**src/rtl/cfu_pkg.sv**
```systemverilog
// Shared CFU-L2 definitions: response status encoding and the width of the
// function-ID field carried on the request channel.
package cfu_pkg;
  localparam int STATUS_W  = 2;
  localparam int FUNC_ID_W = 10;

  localparam logic [STATUS_W-1:0] CFU_STATUS_OK  = 2'd0;
  localparam logic [STATUS_W-1:0] CFU_STATUS_ERR = 2'd1;
endpackage

```
**src/rtl/bnn_host_pkg.sv**
```systemverilog
// Definitions for the binary-NN dot-product CFU-L2 initiator: job FSM state
// encoding, the dot-product function ID and the response-wait timeout limit.
package bnn_host_pkg;
  typedef enum logic [1:0] {
    IDLE  = 2'd0,
    RUN   = 2'd1,
    DRAIN = 2'd2,
    DONE  = 2'd3
  } bnn_host_state_e;

  localparam logic [cfu_pkg::FUNC_ID_W-1:0] BNN_DOT_FUNC_ID = '0;

  // Wait-counter value at which a stalled job is abandoned (optional feature).
  localparam logic [15:0] TIMEOUT_LIMIT = 16'hFFFF;
endpackage

```
**src/rtl/bnn_host_credit.sv**
```systemverilog
// Outstanding-request credit counter for the CFU-L2 initiator.
//
// Ports:
//   i_clk, i_rst_n  clock, synchronous active-low reset
//   i_clr           clear the count (new job accepted)
//   i_inc           request handshake (one more request outstanding)
//   i_dec           response handshake (one request retired)
//   i_held          a request is sitting in the output register, not yet
//                   accepted; it already owns a credit
//   o_can_issue     a new operand beat may be loaded without ever letting
//                   the outstanding count exceed MAX_OUT
//   o_count         current number of unanswered requests
module bnn_host_credit #(
  parameter int MAX_OUT = 4
) (
  input  logic       i_clk,
  input  logic       i_rst_n,
  input  logic       i_clr,
  input  logic       i_inc,
  input  logic       i_dec,
  input  logic       i_held,
  output logic       o_can_issue,
  output logic [3:0] o_count
);
  localparam logic [4:0] MAX5 = 5'(MAX_OUT);

  logic [3:0] r_cnt;

  // Saturating at both ends; simultaneous inc and dec cancel.
  always_ff @(posedge i_clk) begin
    if (!i_rst_n) begin
      r_cnt <= '0;
    end else if (i_clr) begin
      r_cnt <= '0;
    end else if (i_inc && !i_dec && (r_cnt != MAX5[3:0])) begin
      r_cnt <= r_cnt + 4'd1;
    end else if (i_dec && !i_inc && (r_cnt != 4'd0)) begin
      r_cnt <= r_cnt - 4'd1;
    end
  end

  // The held request counts against the budget: once it handshakes it
  // becomes outstanding, and it cannot be withdrawn.
  assign o_can_issue = ({1'b0, r_cnt} + {4'd0, i_held}) < MAX5;
  assign o_count     = r_cnt;

  a_no_overflow: assert property (@(posedge i_clk) disable iff (!i_rst_n)
    !(i_inc && !i_dec && !i_clr && (r_cnt == MAX5[3:0])));
endmodule

```
**src/rtl/bnn_l2_host.sv**
```systemverilog
// CFU-L2 initiator for the binary-NN dot-product CFU. Accepts a job length,
// streams operand pairs as CFU-L2 requests with a bounded number in flight,
// and accumulates the per-word popcount(xnor) responses into a scalar sum.
//
// Ports:
//   clk, rst                  clock, synchronous active-low reset
//   clk_en                    CFU clock enable (high whenever not IDLE)
//   cmd_valid/ready, cmd_len  job start handshake and word-pair count
//   in_valid/ready, in_a/b    operand pair stream
//   req_valid/ready, req_func, req_data0/1   CFU-L2 request channel
//   resp_valid/ready, resp_status, resp_data CFU-L2 response channel
//   done                      one-cycle pulse at job completion
//   sum                       dot-product result, held until next job
//   err                       sticky: a response reported non-OK status
//   dbg_state                 FSM state for observation
//
// Handshakes: a transfer happens on a rising edge where valid && ready; a
// valid source holds its payload stable until that edge.
//
// Optional feature macro: BNN_L2_HOST_TIMEOUT_EN adds a response-wait
// timeout that ends a stuck job with err set and the partial sum.
module bnn_l2_host
  import cfu_pkg::*;
  import bnn_host_pkg::*;
#(
  parameter int DATA_W  = 32,
  parameter int SUM_W   = 32,
  parameter int LEN_W   = 16,
  parameter int MAX_OUT = 4,
  parameter logic [FUNC_ID_W-1:0] FUNC_ID = BNN_DOT_FUNC_ID
) (
  input  logic                 clk,
  input  logic                 rst,
  output logic                 clk_en,
  input  logic                 cmd_valid,
  output logic                 cmd_ready,
  input  logic [LEN_W-1:0]     cmd_len,
  input  logic                 in_valid,
  output logic                 in_ready,
  input  logic [DATA_W-1:0]    in_a,
  input  logic [DATA_W-1:0]    in_b,
  output logic                 req_valid,
  input  logic                 req_ready,
  output logic [FUNC_ID_W-1:0] req_func,
  output logic [DATA_W-1:0]    req_data0,
  output logic [DATA_W-1:0]    req_data1,
  input  logic                 resp_valid,
  output logic                 resp_ready,
  input  logic [STATUS_W-1:0]  resp_status,
  input  logic [DATA_W-1:0]    resp_data,
  output logic                 done,
  output logic [SUM_W-1:0]     sum,
  output logic                 err,
  output logic [1:0]           dbg_state
);
  bnn_host_state_e r_state, w_state_nxt;

  logic              r_alive;
  logic [LEN_W-1:0]  r_len;
  logic [LEN_W-1:0]  r_issued;
  logic [LEN_W-1:0]  r_retired;
  logic [SUM_W-1:0]  r_sum;
  logic              r_err;
  logic              r_req_valid;
  logic [DATA_W-1:0] r_req_d0;
  logic [DATA_W-1:0] r_req_d1;

  logic       w_cmd_hs;
  logic       w_in_hs;
  logic       w_req_hs;
  logic       w_resp_hs;
  logic       w_can_issue;
  logic [3:0] w_out_cnt;
  logic       w_timeout;

  assign w_req_hs  = r_req_valid && req_ready;
  assign w_resp_hs = resp_valid && resp_ready;
  assign w_cmd_hs  = cmd_valid && cmd_ready;
  assign w_in_hs   = in_valid && in_ready;

  // r_alive keeps cmd_ready low for the first cycle out of reset, so every
  // handshake output reads 0 while and right after reset is applied.
  assign cmd_ready  = (r_state == IDLE) && r_alive;
  assign in_ready   = (r_state == RUN) && (r_issued < r_len) && w_can_issue &&
                      (!r_req_valid || req_ready);
  assign resp_ready = (r_state == RUN) || (r_state == DRAIN);
  assign clk_en     = (r_state != IDLE);
  assign done       = (r_state == DONE);
  assign req_valid  = r_req_valid;
  assign req_func   = FUNC_ID;
  assign req_data0  = r_req_d0;
  assign req_data1  = r_req_d1;
  assign sum        = r_sum;
  assign err        = r_err;
  assign dbg_state  = r_state;

  bnn_host_credit #(.MAX_OUT(MAX_OUT)) u_credit (
    .i_clk       (clk),
    .i_rst_n     (rst),
    .i_clr       (w_cmd_hs),
    .i_inc       (w_req_hs),
    .i_dec       (w_resp_hs),
    .i_held      (r_req_valid),
    .o_can_issue (w_can_issue),
    .o_count     (w_out_cnt)
  );

`ifdef BNN_L2_HOST_TIMEOUT_EN
  logic [15:0] r_wait;

  assign w_timeout = ((r_state == RUN) || (r_state == DRAIN)) && (r_wait == TIMEOUT_LIMIT);

  always_ff @(posedge clk) begin
    if (!rst) begin
      r_wait <= '0;
    end else if (w_resp_hs || w_cmd_hs) begin
      r_wait <= '0;
    end else if (((r_state == RUN) || (r_state == DRAIN)) && (w_out_cnt != 4'd0) &&
                 (r_wait != TIMEOUT_LIMIT)) begin
      r_wait <= r_wait + 16'd1;
    end
  end
`else
  assign w_timeout = 1'b0;
`endif

  always_comb begin
    w_state_nxt = r_state;
    case (r_state)
      IDLE:    if (w_cmd_hs) w_state_nxt = RUN;
      RUN:     if (r_issued == r_len) w_state_nxt = DRAIN;
      DRAIN:   if (r_retired == r_len) w_state_nxt = DONE;
      DONE:    w_state_nxt = IDLE;
      default: w_state_nxt = IDLE;
    endcase
    if (w_timeout) w_state_nxt = DONE;
  end

  always_ff @(posedge clk) begin
    if (!rst) begin
      r_state     <= IDLE;
      r_alive     <= 1'b0;
      r_len       <= '0;
      r_issued    <= '0;
      r_retired   <= '0;
      r_sum       <= '0;
      r_err       <= 1'b0;
      r_req_valid <= 1'b0;
      r_req_d0    <= '0;
      r_req_d1    <= '0;
    end else begin
      r_state <= w_state_nxt;
      r_alive <= 1'b1;

      if (w_cmd_hs) begin
        r_len     <= cmd_len;
        r_issued  <= '0;
        r_retired <= '0;
        r_sum     <= '0;
        r_err     <= 1'b0;
      end else begin
        if (w_in_hs) r_issued <= r_issued + LEN_W'(1);
        if (w_resp_hs) begin
          r_retired <= r_retired + LEN_W'(1);
          r_sum     <= r_sum + SUM_W'(resp_data);
          if (resp_status != CFU_STATUS_OK) r_err <= 1'b1;
        end
        if (w_timeout) r_err <= 1'b1;
      end

      // A new beat may replace a request accepted on this same edge.
      if (w_in_hs) begin
        r_req_valid <= 1'b1;
        r_req_d0    <= in_a;
        r_req_d1    <= in_b;
      end else if (w_req_hs) begin
        r_req_valid <= 1'b0;
      end
      // An abandoned job must not leave a request dangling into IDLE.
      if (w_timeout) r_req_valid <= 1'b0;
    end
  end

  a_resp_when_idle: assert property (@(posedge clk) disable iff (!rst)
    !(resp_valid && ((r_state == IDLE) || (r_state == DONE))));

  a_no_underflow: assert property (@(posedge clk) disable iff (!rst)
    w_resp_hs |-> ((w_out_cnt != 4'd0) || w_req_hs));
endmodule
```
**config.mk**
```make
export PLATFORM = sky130hd
export DESIGN_NAME = bnn_l2_host
export DESIGN_NICKNAME = d
export VERILOG_FILES = /design/src/rtl/cfu_pkg.sv /design/src/rtl/bnn_host_pkg.sv /design/src/rtl/bnn_host_credit.sv /design/src/rtl/bnn_l2_host.sv
export SDC_FILE = /design/constraint.sdc
export NUM_CORES = 1
export LEC_CHECK = 0
export ABC_AREA = 0
export CORE_MARGIN = 3
export CORE_UTILIZATION = 53
export CTS_BUF_LIST = sky130_fd_sc_hd__clkbuf_4
export DETAILED_ROUTE_END_ITERATION = 8
export HOLD_SLACK_MARGIN = 0.12
export PLACE_DENSITY = 0.88
export SLEW_MARGIN = 20
export SYNTH_ARGS = -nofsm -noshare
export SYNTH_HDL_FRONTEND = slang
export SYNTH_SLANG_ARGS = --single-unit
```
**constraint.sdc**
```tcl
create_clock -name clk -period 8.4 [get_ports clk]
set_clock_uncertainty 0.05 [all_clocks]
set_input_delay 0.84 -clock clk [delete_from_list [all_inputs] [get_ports clk]]
set_output_delay 0.84 -clock clk [all_outputs]
set_load 0.01 [all_outputs]
```
# == Yosys cells after proc, flatten, opt, wreduce, memory -nomap -nowiden ==
# Index checks and enable logic that the tools add are counted.
# op_classes
n_addsub,6
multipliers,0
n_div,0
magnitude_cmp,2
eq_ne,9
shift,0
mux,9
n_bitwise,1
reduce_logical,26
# op_table
operator,count
$add 16x1->16 const B,2
$add 32x32->32,1
$eq 16x16->1,2
$lt 16x16->1,1
$logic_and 1x1->1,12
$mux 4,2
$pmux 2 s4,1
$reduce_bool 2->1,4
$mux 2,3
$ne 2x1->1 const B,3
$add 4x1->5,1
$lt 5x3->1 const B,1
$add 4x1->4 const B,1
$eq 2x2->1 const B,2
$ne 4x3->1 const B,1
$reduce_bool 4->1,1
$sub 4x1->4 const B,1
$logic_not 1->1,3
$mux 1,3
$reduce_and 3->1,1
$eq 2x1->1 const B,1
$logic_not 2->1,1
$logic_or 1x1->1,2
$reduce_and 2->1,1
other kinds (2),2
# totals
register_bits,153
latch_bits,0
mem_bits_rw,0
mem_bits_ro,0
in_bits,120
out_inout_bits,115
word_cells,64
n_memories,0

# == Depth between registers and ports, before layout ==
# Gate-level depths: netlist of run 1.
# depth
word_depth,7
mapped_depth,13
depth_no_buf,11

# == By module ==
# A second synthesis of run 1 with hierarchy kept.
# unflattened
cells_unflattened,922
area_unflattened_um2,7902.6
# by_module_without_submodules
mod,instances,cells_each,area_each_um2,seq_area_each_um2
bnn_l2_host,1,890,7608.5,2982.9
bnn_host_credit,1,32,294.0,80.1

# == Worst setup path before layout of run 1 ==
# OpenSTA, ideal clock, no wires.
# synth_timing
path_type,in2reg
from,input resp_data[0]
to,"register r_sum[26], in the netlist sum[26]"
setup_time_ns,0.120
arrival_time_ns,3.121
path_slack_ns,5.110
path_stages,11
path_buffers,0
path_cell_list,ha_1 > fa_1 > a21o_1 > a21oi_1 > o21ba_2 > nor3_1 > a21o_2 > o41ai_4 > nand2b_1 > a2111oi_0 > a211o_1
# synth_via
elab_chain_len,1
# synth_lines
element,line_no,text
start: declaration,bnn_l2_host.sv:50,"input logic [DATA_W-1:0] resp_data,"
$add 32x32->32,bnn_l2_host.sv:165,r_sum <= r_sum + SUM_W'(resp_data);
end signal: assignment,bnn_l2_host.sv:165,
end: declaration,bnn_l2_host.sv:62,logic [SUM_W-1:0] r_sum;
# No other way between the ends.
# A chain may end at the register's enable or synchronous reset.

# == Worst setup path after layout of run 1 ==
# layout_timing
from,register r_len[1]
to,output in_ready
# layout_via
elab_chain_len,4
# layout_lines
element,line_no,text
start: declaration,bnn_l2_host.sv:59,logic [LEN_W-1:0] r_len;
start signal: assignment,bnn_l2_host.sv:156,r_len <= cmd_len;
$lt 16x16->1,bnn_l2_host.sv:84,assign in_ready = (r_state == RUN) && (r_issued < r_len) && w_can_issue &&
$logic_and 1x1->1 (3 in series),bnn_l2_host.sv:84,
end: declaration,bnn_l2_host.sv:39,"output logic in_ready,"
# No other way between the ends.

==> results of run 1 <==
## worst max path at each step
stage | slack [ns] | cells after the start | endpoint
after global routing | 4.45 | 9 | in_ready
after floorplan | 5.11 | 11 | sum[26]
final | 4.64 | 9 | in_ready
after global placement | 4.48 | 12 | sum[26]
after detailed placement | 4.42 | 12 | sum[26]
after CTS | 4.58 | 9 | in_ready
## routing by layer
metal	track usage (%)	part of all wire, %
met1	34.12	43
met2	41.28	47
met3	8.302	7.8
met4	7.968	1.9
met5	0	0
## logic make-up (layout without fill, tap and decap cells)
group / after synthesis / after routing
and+or+nand+nor: 411 / 411
AOI/OAI and AO/OA: 239 / 239
DFF: 153 / 153
buffers and inverters: 86 / 293
xor gates and xnor gates: 65 / 65
adders and majority gates: 58 / 58
muxes: 6 / 6
other: 1 / 11
## worst reg2reg max path, stage by stage (launching register included)
cell and delay, ns:
dfxtp_1 0.35, ha_1 0.21, fa_1 0.43, a21o_1 0.18, a21oi_1 0.24, o21ba_2 0.21
nor3_1 0.05, a21o_2 0.22, o41ai_4 0.48, nand2b_1 0.18, a2111oi_0 0.09, a211o_1 0.29
## layout make-up
class / count / area, um2 / share of cell area (%)
multi-input combinational: 789 / 4629 / 43.65
sequential: 153 / 3063 / 28.88
timing repair buffer: 230 / 2287 / 21.57
tap: 184 / 230.2 / 2.171
clock inverter: 15 / 148.9 / 1.404
clock buffer: 17 / 127.6 / 1.203
inverter: 31 / 116.4 / 1.097
antenna: 1 / 2.502 / 0.02360
## cell usage after synthesis (all sizes together) (2+ instances only)
library cell  number  area [um2]
a211o              3       26.28
a211oi             7       52.55
a21o              20       152.7
a21oi            151       755.7
a22o               2       17.52
a31oi              3       18.77
and2               9       56.30
and3              14       88.84
and4               2       17.52
buf               22       125.1
clkbuf            33       123.9
dfxtp            153        3063
fa                 2       40.04
ha                56       700.7
inv               31       116.4
mux2i              6       60.06
nand2            247       927.1
nand2b             4       25.02
nand3             20       105.1
nand4             13       81.33
nand4b             2       17.52
nor2              60       225.2
nor2b              4       25.02
nor3              10       50.05
nor3b              5       37.54
nor4               8       50.05
o211ai             5       37.54
o21a               6       45.04
o21ai             21       105.1
o21bai             3       22.52
o31ai              8       65.06
or3                8       51.30
or4                2       15.01
xnor2             24       210.2
xor2              41       359.1
## through the flow
step / instance area [um2] / total power [W] / hold slack, ns / util [%]
6_report: 10610 / 0.002249 / 0.4088 / 72.42
5_1_grt: 10610 / 0.002398 / 0.4310 / 72.42
4_1_cts: 10600 / 0.002260 / 0.4123 / 72.40
3_5_place_dp: 10330 / 0.001805 / 0.3908 / 70.51
3_3_place_gp: 10330 / 0.001782 / 0.3900 / 70.51
2_1_floorplan: 8049 / 0.001439 / 0.4056 / -
## power groups by stage
stage | clock network [W] | registers (W) | logic, W
3_5_place_dp | 0 | 0.000895 | 0.000910
2_1_floorplan | 0 | 0.000915 | 0.000523
5_1_grt | 0.000492 | 0.000890 | 0.00102
6_report | 0.000452 | 0.000880 | 0.000917
3_3_place_gp | 0 | 0.000892 | 0.000890
4_1_cts | 0.000465 | 0.000879 | 0.000916
## state kept, by name, summed over array words and instances, names as in the netlist
| register | flops |
|---|---|
| r_retired | 16 |
| req_valid | 1 |
| sum | 32 |
| err | 1 |
| r_alive | 1 |
| u_credit.o_count | 4 |
| req_data0 | 32 |
| r_len | 16 |
| dbg_state | 2 |
| r_issued | 16 |
| req_data1 | 32 |
==> flow_summary.yaml, run 1 <==
finish:
  final_common_cell: "nand2_1"
  mostFrequentLayoutCells: "nand2_1 (246), clkdlybuf4s50_1 (224), dfxtp_1 (153)"
  fillers: 1147
  nets: 1400
  syn_to_final_growth_pct: 32.31
  drive_gt1_share_pct: 4.049
  fin_cells: 1420
placement:
  gp_congestion: 0.8908
  hpwl_um: 15880
  preCtsSetupSlack_ns: 4.422
  port_buffers: 224
  placed_cells: 1387
yosys:
  synthDistinctLibCells: 57
  ys_warn_count: 0
  yosysSeqAreaShare_pct: 38.21
  synth_compound_area_share_pct: 17.66
  async_flop_share_pct: 0
  yosys.area_share.simple_pct: 22.43
  synth.area.mux_share_pct: 0.7493
  synthAdderAreaFrac_pct: 9.241
  synthCells: 1019
  syn_area_um2: 8015
  synth_seq_cells: 153
  synth_top_family_by_area: "simple AND/OR/NAND/NOR gates"
  synthXorXnorAreaFrac_pct: 7.103
  synth_edf_count: 0
  avgSynthCellArea_um2: 7.866
  ys.flop_type: "dfxtp_1"
floorplanning:
  initial_core_util_pct: 54.73
  fp.dieH_um: 129.0
  ios: 235
  die-area_um2: 16630
  rows: 44
  die_w_um: 129.0
  coreArea_um2: 14640
critical_path:
  worstPathCellList: "inv_1, ha_1, nor2b_1, o21a_1, o21ai_1, a21oi_1, o31ai_2, and2_1, clkdlybuf4s50_1"
  critPathSlowestCell: "clkdlybuf4s50_1"
  cp-end-kind: "output port"
  cp_data_required_time_ns: 7.51
  crit_family: "compound AO/OA/AOI/OAI gates"
  timing.rr.end: "sum[26]"
  cpPeakStageDelay_ns: 0.55
  critical_path.startpoint_type: "register"
  rrSetupSlack_ns: 5.32
  cp_data_arrival_time_ns: 2.87
  crit_fanout: 3
  path_class: "register to output port"
  reg2reg_depth: 11
  path_buf_inv: 2
  r2r-start: "sum[0]"
  cp-startpoint: "r_len[1]"
drt:
  routedWlPerCell_um: 15.32
  viasPerCell: 5.474
  vias: 7773
  drt_first_pass_iters: 5
  drc: 0
  ant_nets: 0
  wirelength_um: 21750
  drt_first_iter_violations: 604
job:
  cap_violations: 0
power_and_ir_drop:
  clock_power_share_pct: 20.1
  leakagePower_nw: 4.151
  switching_share_pct: 37.62
  switching_power_w: 0.0008460
  power_density_nw_per_um2: 212.0
  ir_drop_mv: 0.1362
  combPwrFrac_pct: 40.8
  p_int_w: 0.001403
  p_seq_share_pct: 39.1
cts:
  cts_resized: 0
  clkTransAtPathRegs_ns: 0.13
  ctsHoldBuffers: 0
  cts_tree: "built"
  cts_setup_buffers: 0
  cts-htree-levels: 4
  insertion_delay_ns: 0.56
  cts_buffer_depth: 2
  cts.sinks: 153
  cts_buffers: 17
  cts-root-buf: "clkbuf_4"
run_status:
  status: "complete, no violations"
timing:
  layout_setup_ws_ns: 4.643
  worst_slew_pin_slew_ns: 0.8905
  grt_setup_unrepaired: "false"
  hold_viol_final: 0
  max_slew_margin_pct: 40.63
  period_share_pct: 44.73
  slew_violations: 0
  setup_viol: 0
  min_period_ns: 3.757
  tns_ns: 0
  fmax_mhz: 266.2
grt:
  gr-total-overflow: 0
  antenna_found_initial: 1
  grt_pass1_wl_um: 35360
  grt_max_degree: 85
  grt_pass1_vias: 7380
  grt_usage_pct: 26.08
worst_hold_path:
  hold_depth: 2
  hp-class: "register to register"
  holdPathEnd: "err"
  min_from: "err"
Note: power is estimated with default switching activity, not from simulation.
==> run 2, diff against run 1 <==
CORE_UTILIZATION = 49   (was 53)
PLACE_DENSITY = 0.82   (was 0.88)
clock period = 3.7 ns   (was 8.4 ns; I/O delays follow)
==> run 2 against run 1 <==
Against the previous run:
- combinational power is 130% higher
- global-route usage shrank 1.5 points
- design area is 1.5% higher
- utilization shrank 4.9 points
- routed wire length up 3.4%
- clock power increased to 2.8 times the previous value
- clock-buffer cell count rose by 2
- power increased by 140%
- non-clock buffer count rose by 3
- die area grew 7.8%
- sequential power up 130%
- largest power group unchanged
- highest routed layer unchanged
==> flow_summary.yaml, run 2 (synthesis results as in run 1) <==
critical_path:
  critical_path.startpoint_type: "register"
  cp_data_arrival_time_ns: 2.99
  crit_fanout: 3
  reg2reg_depth: 11
  cp-end-kind: "output port"
  path_class: "register to output port"
  cp_data_required_time_ns: 3.28
cts:
  cts_tree: "built"
  insertion_delay_ns: 0.57
  cts_resized: 0
  cts_buffers: 17
  ctsHoldBuffers: 0
  cts_setup_buffers: 0
  cts.sinks: 153
  cts_buffer_depth: 2
  cts-htree-levels: 4
  cts-root-buf: "clkbuf_4"
  clkTransAtPathRegs_ns: 0.14
floorplanning:
  ios: 235
  rows: 46
  initial_core_util_pct: 50.27
  coreArea_um2: 15940
  fp.dieH_um: 133.9
  die_w_um: 133.9
  die-area_um2: 17930
run_status:
  status: "complete, no violations"
placement:
  hpwl_um: 16550
  gp_congestion: 0.8740
  port_buffers: 224
  placed_area_um2: 10400
grt:
  gr-total-overflow: 0
  grt_pass1_wl_um: 36050
  antenna_found_initial: 1
  grt_pass1_vias: 7410
  grt_usage_pct: 24.58
  grt_max_degree: 71
finish:
  mostFrequentLayoutCells: "nand2_1 (246), clkdlybuf4s50_1 (224), dfxtp_1 (153)"
  fillers: 1346
  final_common_cell: "nand2_1"
  design_area_um2: 10770
  syn_to_final_growth_pct: 34.36
  drive_gt1_share_pct: 4.446
  nets: 1403
drt:
  drc: 0
  ant_nets: 0
  vias: 7825
  routedWlPerCell_um: 15.43
  wirelength_um: 22490
  viasPerCell: 5.367
  drt_first_iter_violations: 516
  drt_first_pass_iters: 5
timing:
  max_slew_margin_pct: 57.01
  period_share_pct: 92.03
  fmax_mhz: 293.7
  setup_viol: 0
  grt_setup_unrepaired: "false"
  hold_viol_final: 0
  min_period_ns: 3.405
  tns_ns: 0
  slew_violations: 0
  worst_slew_pin_slew_ns: 0.6432
power_and_ir_drop:
  switching_power_w: 0.001950
  p_seq_share_pct: 37.1
  p_int_w: 0.003429
  switching_share_pct: 36.25
  combPwrFrac_pct: 39.2
  power_density_nw_per_um2: 499.5
  clock_power_share_pct: 23.7
  power.total_w: 0.005379
  ir_drop_mv: 0.2628
  leakagePower_nw: 4.209
job:
  cap_violations: 0
worst_hold_path:
  hold_depth: 3
  hp-class: "input port to register"
## run 2: metrics by stage
step | util, % | setup WS [ns] | cells | hold slack [ns]
floorplan | - | 0.8542 | 1028 | 0.3477
global placement | 65.24 | 0.3204 | 1422 | 0.3902
detailed placement | 65.24 | 0.2457 | 1422 | 0.3955
CTS | 67.47 | 0.3027 | 1453 | 0.2256
global route | 67.55 | 0.1001 | 1458 | 0.2220
finish | 67.55 | 0.2949 | 1458 | 0.2711
## run 2: worst paths after layout
kind | startpoint | to | slack [ns]
hold / removal | in_b[10] | req_data1[10] | 0.27
setup / recovery | r_len[1] | in_ready | 0.29
setup reg to reg | sum[0] | sum[26] | 0.64
hold reg to reg | req_data0[0] | req_data0[0] | 0.41
## run 2: power by group through the flow
stage	clock, W	sequential (W)	combinational [W]
floorplan	0	0.00208	0.00119
global placement	0	0.00203	0.00205
detailed placement	0	0.00203	0.00209
CTS	0.00130	0.00200	0.00211
global route	0.00137	0.00202	0.00232
finish	0.00127	0.00200	0.00211
## run 2: critical path: stages (launching register included)
cell and delay, ns:
dfxtp_1 0.43, inv_1 0.07, ha_1 0.30, nor2b_1 0.14
o21a_1 0.16, o21ai_1 0.11, a21oi_1 0.09, o31ai_2 0.35
and2_1 0.19, clkdlybuf4s50_1 0.58
## run 2: layer usage
metal	vias up	GRT usage [%]	wire length, um
li1	3878	-	-
met1	3656	31.43	9877
met2	249	39.42	10380
met3	42	7.727	1688
met4	0	8.514	553
met5	-	0	0
## run 2: final cells by class
type,count,area (um2),share of cell area [%]
multi-input combinational,789,4629,42.99
sequential,153,3063,28.44
timing repair buffer,233,2322,21.56
tap,216,270.3,2.510
clock inverter,12,212.7,1.975
clock buffer,19,142.6,1.325
inverter,31,116.4,1.081
antenna,5,12.51,0.1162
